[config.mk]
export PLATFORM = sky130hd
export DESIGN_NAME = fp_stream_reduce
export DESIGN_NICKNAME = d
export VERILOG_FILES = /design/src/rtl/fp_pkg.sv /design/src/rtl/fp_cmp_sel.sv /design/src/rtl/fp_stream_reduce.sv
export SDC_FILE = /design/constraint.sdc
export NUM_CORES = 1
export LEC_CHECK = 0
export BUFFER_PORTS_ARGS = -buffer_cell sky130_fd_sc_hd__buf_2
export CELL_PAD_IN_SITES_DETAIL_PLACEMENT = 0
export CELL_PAD_IN_SITES_GLOBAL_PLACEMENT = 2
export CORE_MARGIN = 5
export CORE_UTILIZATION = 32
export CTS_BUF_LIST = sky130_fd_sc_hd__clkbuf_4 sky130_fd_sc_hd__clkbuf_8
export CTS_CLUSTER_DIAMETER = 100
export DETAILED_ROUTE_END_ITERATION = 16
export PLACE_DENSITY_LB_ADDON = 0.1
export SLEW_MARGIN = 20
export SYNTH_ARGS = -nofsm -noshare
export SYNTH_HDL_FRONTEND = slang
export SYNTH_SLANG_ARGS = --single-unit
[constraint.sdc]
create_clock -name clk -period 3.62 [get_ports clk]
set_clock_uncertainty 0.15 [all_clocks]
set_input_delay 0.724 -clock clk [delete_from_list [all_inputs] [get_ports clk]]
set_output_delay 0.724 -clock clk [all_outputs]
set_load 0.02 [all_outputs]
[src/rtl/fp_pkg.sv]
// Shared types and helpers for the streaming FP max/min reduction unit.
// Helpers take operands zero-extended to MAX_W so they serve any EXP_W/MAN_W.
package fp_pkg;

    localparam int DEF_EXP_W = 8;
    localparam int DEF_MAN_W = 23;
    localparam int DEF_IDX_W = 16;
    localparam int DEF_W     = 1 + DEF_EXP_W + DEF_MAN_W;
    localparam int MAX_W     = 64;

    localparam logic MODE_MAX = 1'b0;
    localparam logic MODE_MIN = 1'b1;

    typedef enum logic [1:0] {
        IDLE = 2'd0,
        ACC  = 2'd1,
        HOLD = 2'd2
    } state_t;

    // Exponent all ones with a nonzero fraction.
    function automatic logic is_nan(input logic [MAX_W-1:0] op, input int exp_w, input int man_w);
        logic exp_ones;
        logic man_nz;
        exp_ones = 1'b1;
        man_nz   = 1'b0;
        for (int i = 0; i < MAX_W; i++) begin
            if (i < man_w)
                man_nz = man_nz | op[i];
            else if (i < man_w + exp_w)
                exp_ones = exp_ones & op[i];
        end
        return exp_ones && man_nz;
    endfunction

    // Sign 0, exponent all ones, only the fraction MSB set.
    function automatic logic [MAX_W-1:0] canon_qnan(input int exp_w, input int man_w);
        logic [MAX_W-1:0] r;
        r = '0;
        for (int i = 0; i < MAX_W; i++)
            r[i] = (i >= man_w - 1) && (i < man_w + exp_w);
        return r;
    endfunction

endpackage

[src/rtl/fp_cmp_sel.sv]
// Combinational candidate-vs-accumulator selection for max/min reduction,
// holding all ordering and NaN rules. take_cand=1 means the candidate wins.
module fp_cmp_sel
    import fp_pkg::*;
#(
    parameter int EXP_W = 8,
    parameter int MAN_W = 23,
    localparam int W    = 1 + EXP_W + MAN_W
) (
    input  logic [W-1:0] acc,
    input  logic [W-1:0] cand,
    input  logic         mode,
    output logic         take_cand
);

    logic               acc_nan;
    logic               cand_nan;
    logic               acc_sign;
    logic               cand_sign;
    logic [W-2:0]       acc_mag;
    logic [W-2:0]       cand_mag;
    logic               cand_gt;
    logic               cand_lt;

    assign acc_nan   = is_nan(MAX_W'(acc), EXP_W, MAN_W);
    assign cand_nan  = is_nan(MAX_W'(cand), EXP_W, MAN_W);
    assign acc_sign  = acc[W-1];
    assign cand_sign = cand[W-1];
    assign acc_mag   = acc[W-2:0];
    assign cand_mag  = cand[W-2:0];

    // Sign-magnitude ordering: the positive side wins on differing signs,
    // magnitude order reverses for negatives. Bit-identical gives neither.
    always_comb begin
        cand_gt = 1'b0;
        cand_lt = 1'b0;
        if (acc_sign != cand_sign) begin
            cand_gt = !cand_sign;
            cand_lt = cand_sign;
        end else if (!cand_sign) begin
            cand_gt = cand_mag > acc_mag;
            cand_lt = cand_mag < acc_mag;
        end else begin
            cand_gt = cand_mag < acc_mag;
            cand_lt = cand_mag > acc_mag;
        end
    end

    // NaN rules override the mode: a NaN never displaces anything, and any
    // number displaces a NaN accumulator.
    always_comb begin
        take_cand = 1'b0;
        if (cand_nan)
            take_cand = 1'b0;
        else if (acc_nan)
            take_cand = 1'b1;
        else if (mode == MODE_MIN)
            take_cand = cand_lt;
        else
            take_cand = cand_gt;
    end

endmodule

[src/rtl/fp_stream_reduce.sv]
// Streaming FP max/min reduction with argmax/argmin index and count.
// Optional macro FP_REDUCE_NAN_PROPAGATE_EN: any NaN yields canonical qNaN.
module fp_stream_reduce
    import fp_pkg::*;
#(
    parameter int EXP_W = 8,
    parameter int MAN_W = 23,
    parameter int IDX_W = 16,
    localparam int W    = 1 + EXP_W + MAN_W
) (
    input  logic             clk,
    input  logic             rst,
    input  logic             mode,
    input  logic             in_valid,
    output logic             in_ready,
    input  logic [W-1:0]     in_data,
    input  logic             in_last,
    output logic             out_valid,
    input  logic             out_ready,
    output logic [W-1:0]     out_data,
    output logic [IDX_W-1:0] out_index,
    output logic [IDX_W-1:0] out_count,
    output logic             out_all_nan
);

    localparam logic [IDX_W-1:0] IDX_MAX = '1;
    localparam logic [IDX_W-1:0] IDX_ONE = {{(IDX_W-1){1'b0}}, 1'b1};

    state_t            state_reg;
    state_t            state_next;
    logic [W-1:0]      acc_reg;
    logic [IDX_W-1:0]  idx_reg;
    logic [IDX_W-1:0]  cnt_reg;
    logic [IDX_W-1:0]  cnt_sat_next;
    logic              mode_reg;
    logic              all_nan_reg;
    logic              accept;
    logic              cand_nan;
    logic              take_cand;

`ifdef FP_REDUCE_NAN_PROPAGATE_EN
    localparam logic [MAX_W-1:0] QNAN_FULL = canon_qnan(EXP_W, MAN_W);
    localparam logic [W-1:0]     QNAN      = QNAN_FULL[W-1:0];
    logic nan_seen_reg;
`endif

    assign accept       = in_valid && in_ready;
    assign cand_nan     = is_nan(MAX_W'(in_data), EXP_W, MAN_W);
    assign cnt_sat_next = (cnt_reg == IDX_MAX) ? IDX_MAX : cnt_reg + IDX_ONE;

    fp_cmp_sel #(
        .EXP_W (EXP_W),
        .MAN_W (MAN_W)
    ) u_cmp (
        .acc       (acc_reg),
        .cand      (in_data),
        .mode      (mode_reg),
        .take_cand (take_cand)
    );

    always_ff @(posedge clk) begin
        if (rst)
            state_reg <= IDLE;
        else
            state_reg <= state_next;
    end

    always_comb begin
        state_next = state_reg;
        case (state_reg)
            IDLE:    if (accept) state_next = in_last ? HOLD : ACC;
            ACC:     if (accept && in_last) state_next = HOLD;
            HOLD:    if (out_ready) state_next = IDLE;
            default: state_next = IDLE;
        endcase
    end

    always_comb begin
        in_ready  = (state_reg != HOLD);
        out_valid = (state_reg == HOLD);
    end

    // The element being accepted sits at position cnt_reg, which saturates
    // together with the count.
    always_ff @(posedge clk) begin
        if (rst) begin
            acc_reg      <= '0;
            idx_reg      <= '0;
            cnt_reg      <= '0;
            mode_reg     <= MODE_MAX;
            all_nan_reg  <= 1'b0;
`ifdef FP_REDUCE_NAN_PROPAGATE_EN
            nan_seen_reg <= 1'b0;
`endif
        end else if (accept && state_reg == IDLE) begin
            mode_reg     <= mode;
            cnt_reg      <= IDX_ONE;
            idx_reg      <= '0;
            all_nan_reg  <= cand_nan;
`ifdef FP_REDUCE_NAN_PROPAGATE_EN
            acc_reg      <= cand_nan ? QNAN : in_data;
            nan_seen_reg <= cand_nan;
`else
            acc_reg      <= in_data;
`endif
        end else if (accept && state_reg == ACC) begin
            cnt_reg     <= cnt_sat_next;
            all_nan_reg <= all_nan_reg & cand_nan;
`ifdef FP_REDUCE_NAN_PROPAGATE_EN
            if (!nan_seen_reg) begin
                if (cand_nan) begin
                    acc_reg      <= QNAN;
                    idx_reg      <= cnt_reg;
                    nan_seen_reg <= 1'b1;
                end else if (take_cand) begin
                    acc_reg <= in_data;
                    idx_reg <= cnt_reg;
                end
            end
`else
            if (take_cand) begin
                acc_reg <= in_data;
                idx_reg <= cnt_reg;
            end
`endif
        end
    end

    assign out_data    = acc_reg;
    assign out_index   = idx_reg;
    assign out_count   = cnt_reg;
    assign out_all_nan = all_nan_reg;

endmodule

==> run_results.csv <==
group,metric,value,unit
clocking,cts_tree,"done",
worst_setup_path,crit_arrival,3.22,ns
grt,grt_max_degree,70,
timing,fmax,325,MHz
yosys,syn-num-nets,529,
pwr,ir_drop,0.140,mV
grt,grt_pass1_vias,3459,
floorplan,core_area,12100,sq um
timing,post-route-period-util,84.9,%
detailed_routing,drt_first_pass_iters,4,
grt,overflow,0,
clocking,cts_sinks,68,
clocking,clkLatencyLatePin,0.36,ns
worst_setup_path,cpMaxStageDelayCell,"a2111o_1",
clocking,cts_setup_buffers,0,
timing,drv_slew,0,
place,routabilityCongestion,0.755,
yosys,ys_types,40,
final_layout,nets,628,
floorplan,die_x,121,um
clocking,cts_buffers,9,
clocking,cts_buffer_depth,2,
final_layout,antennaDiodeCount,0,
yosys,synthDominantCellAreaShare,34.4,%
clocking,htree_levels,3,
worst_setup_path,cp-start-kind,"input pin",
detailed_routing,drt-total-wl,11100,um
worst_setup_path,critPathCaptureType,"flip-flop",
grt,track_usage,15.5,%
final_layout,largest_reg_flops,32,
place,dp_slack,0.141,ns
pwr,power_density,377,nW/um^2
timing,setup_slack,0.545,ns
timing,finalSetupViolCount,0,
clocking,clkTransAtPathRegs,0.08,ns
yosys,ys_top_cells_by_area,"dfxtp_1 34%, nand2b_1 11%, ha_1 10%",
pwr,total_power,1.81,mW
detailed_routing,drt_iter0_drc,198,
outcome,status,"finished, final reports clean",
yosys,synth_top_flop_cell,"dfxtp_1",
yosys,mappedNetlistArea,3960,sq um
detailed_routing,via_count,3510,
timing,hold_slack,0.325,ns
yosys,syn_area_per_cell,8.62,sq um
detailed_routing,ant_nets,0,
final_layout,n_fill_cell,1290,
final_layout,syn_to_final_growth,20.8,%
final_layout,drive_gt1_share,23.0,%
floorplan,die_h,121,um
worst_setup_path,cp_num_buf_inv,2,
yosys,yosysTopAreaCell,"dfxtp_1",
yosys,ys_ff_latch,68,
yosys,yosys_warnings,0,
pwr,p_leak,2.11,nW
worst_setup_path,crit_required,3.76,ns
timing,hold_viol_final,0,
yosys,syn_inst,459,
floorplan,rows,40,
worst_setup_path,crit_type,"in -> reg",
floorplan,pin_count,105,
grt,antenna_found_initial,0,
worst_setup_path,crit_path_cell_trace,"buf_2 -> ha_1 -> and3_1 -> nand3_1 -> or3_1 -> a2111o_1 -> and3_4 -> a21oi_4 -> buf_12 -> mux2i_1",
floorplan,die_area,14700,sq um
detailed_routing,wl_per_cell,15.2,um
yosys,async_flop_share,0,%
timing,worst_slew_pin_slew,0.625,ns
flow_run,cap_violations,0,
floorplan,initial_utilization,32.8,%
timing,rsz0062_at_grt,"no",
timing,slew_headroom,58.3,%
place,port_buffers,104,
clocking,cts_resized,0,
worst_setup_path,cp_top_family,"simple AND/OR/NAND/NOR gates",
detailed_routing,drc,0,
grt,grt_pass1_wl,18000,um
clocking,cts_root_buffer,"clkbuf_8",
place,dp_hpwl,8180,um
timing,tns,0,ns
final_layout,multi_input_area,2330,sq um
worst_setup_path,slowest_delay,0.43,ns
yosys,synth_edf_count,0,
worst_setup_path,worstPathMaxFanout,32,
yosys,ys_seq_area_share,34.4,%
clocking,cts_hold_buf,0,
timing,min_period,3.07,ns
detailed_routing,via_per_inst,4.81,
worst_hold_path,hold_path.class,"reg -> reg",
final_layout,ff_latch_area,1360,sq um
yosys,synth_common_cells,"68 x dfxtp_1, 68 x nand2b_1, 37 x a21oi_1",
path summary, 6_finish.rpt:
check | start | endpoint | slack [ns] | cells past startpoint
max | in_data[29] | out_data[5]$_SDFFE_PP0P_ | 0.55 | 10
min | out_index[3]$_SDFFE_PP0P_ | out_index[3]$_SDFFE_PP0P_ | 0.33 | 2
max reg2reg | out_data[26]$_SDFFE_PP0P_ | out_data[5]$_SDFFE_PP0P_ | 0.60 | 10
min reg2reg | out_index[3]$_SDFFE_PP0P_ | out_index[3]$_SDFFE_PP0P_ | 0.33 | 2
logic make-up (layout without fill, tap and decap cells):
group                      count (synthesis)  count (layout)  share of synthesized area [%]
and+or+nand+nor                          175             175                           25.0
AOI/OAI and AO/OA                         82              82                           12.5
DFF                                       68              68                           34.4
buffers and inverters                     56             159                           6.77
muxes                                     33              33                           8.35
adders and majority gates                 32              32                           10.1
xor gates and xnor gates                  13              13                           2.88
per-layer routing:
| metal | routed length, um | track usage [%] | vias to the layer above |
|---|---|---|---|
| met5 | 0 | 0 | - |
| met4 | 201 | 6.30 | 0 |
| met3 | 568 | 3.78 | 12 |
| met2 | 4720 | 23.2 | 77 |
| met1 | 5630 | 21.3 | 1622 |
| li1 | - | - | 1799 |
worst reg2reg max path, cell delays in order, from the launching register on:
cell and delay [ns]:
dfxtp_1 0.40, inv_1 0.06, ha_1 0.28, and4_1 0.19, nand3_1 0.09, or3_1 0.42, a2111o_1 0.43, and3_4 0.26
a21oi_4 0.16, buf_12 0.27, mux2i_1 0.23
stage by stage:
step / utilization, % / instance area (sq um) / std cells
3_3_place_gp: 38.2 / 4610 / 715
6_report: 39.6 / 4780 / 730
3_5_place_dp: 38.2 / 4610 / 715
2_1_floorplan: - / 3960 / 459
5_1_grt: 39.6 / 4780 / 730
4_1_cts: 39.6 / 4780 / 730
layout make-up:
cell class	instances	share of cell area (%)
tap	168	4.40
timing repair buffer	110	12.1
clock buffer	11	3.17
multi-input combinational	335	48.7
inverter	34	2.67
sequential	68	28.5
clock inverter	4	0.523
power by group:
part | internal, mW | switching (mW) | total, mW | leakage [nW]
logic | 0.158 | 0.230 | 0.388 | 1.47
registers | 0.782 | 0.0386 | 0.821 | 0.554
clock network | 0.280 | 0.316 | 0.596 | 0.0872
total | 1.22 | 0.586 | 1.81 | 2.11
placed cells by master, fill, tap and decap left out, drive strengths merged, types with 2 or more instances in the layout:
cell type and instances:
buf 110, nand2b 68, dfxtp 68, a21oi 38
inv 34, mux2i 33, ha 32, nand3 30
o21ai 24, nand4 14, nor2 14, nand2 13
nor4 11, clkbuf 11, xor2 10, nor3 7
and3 7, a211oi 4, nor2b 3, and2 3
xnor2 3, a2111o 2, o211ai 2, and4 2
a221oi 2, a21o 2, a221o 2, or2 2
clkinv 2, clkinvlp 2
Note: power is estimated with default switching activity, not from simulation.
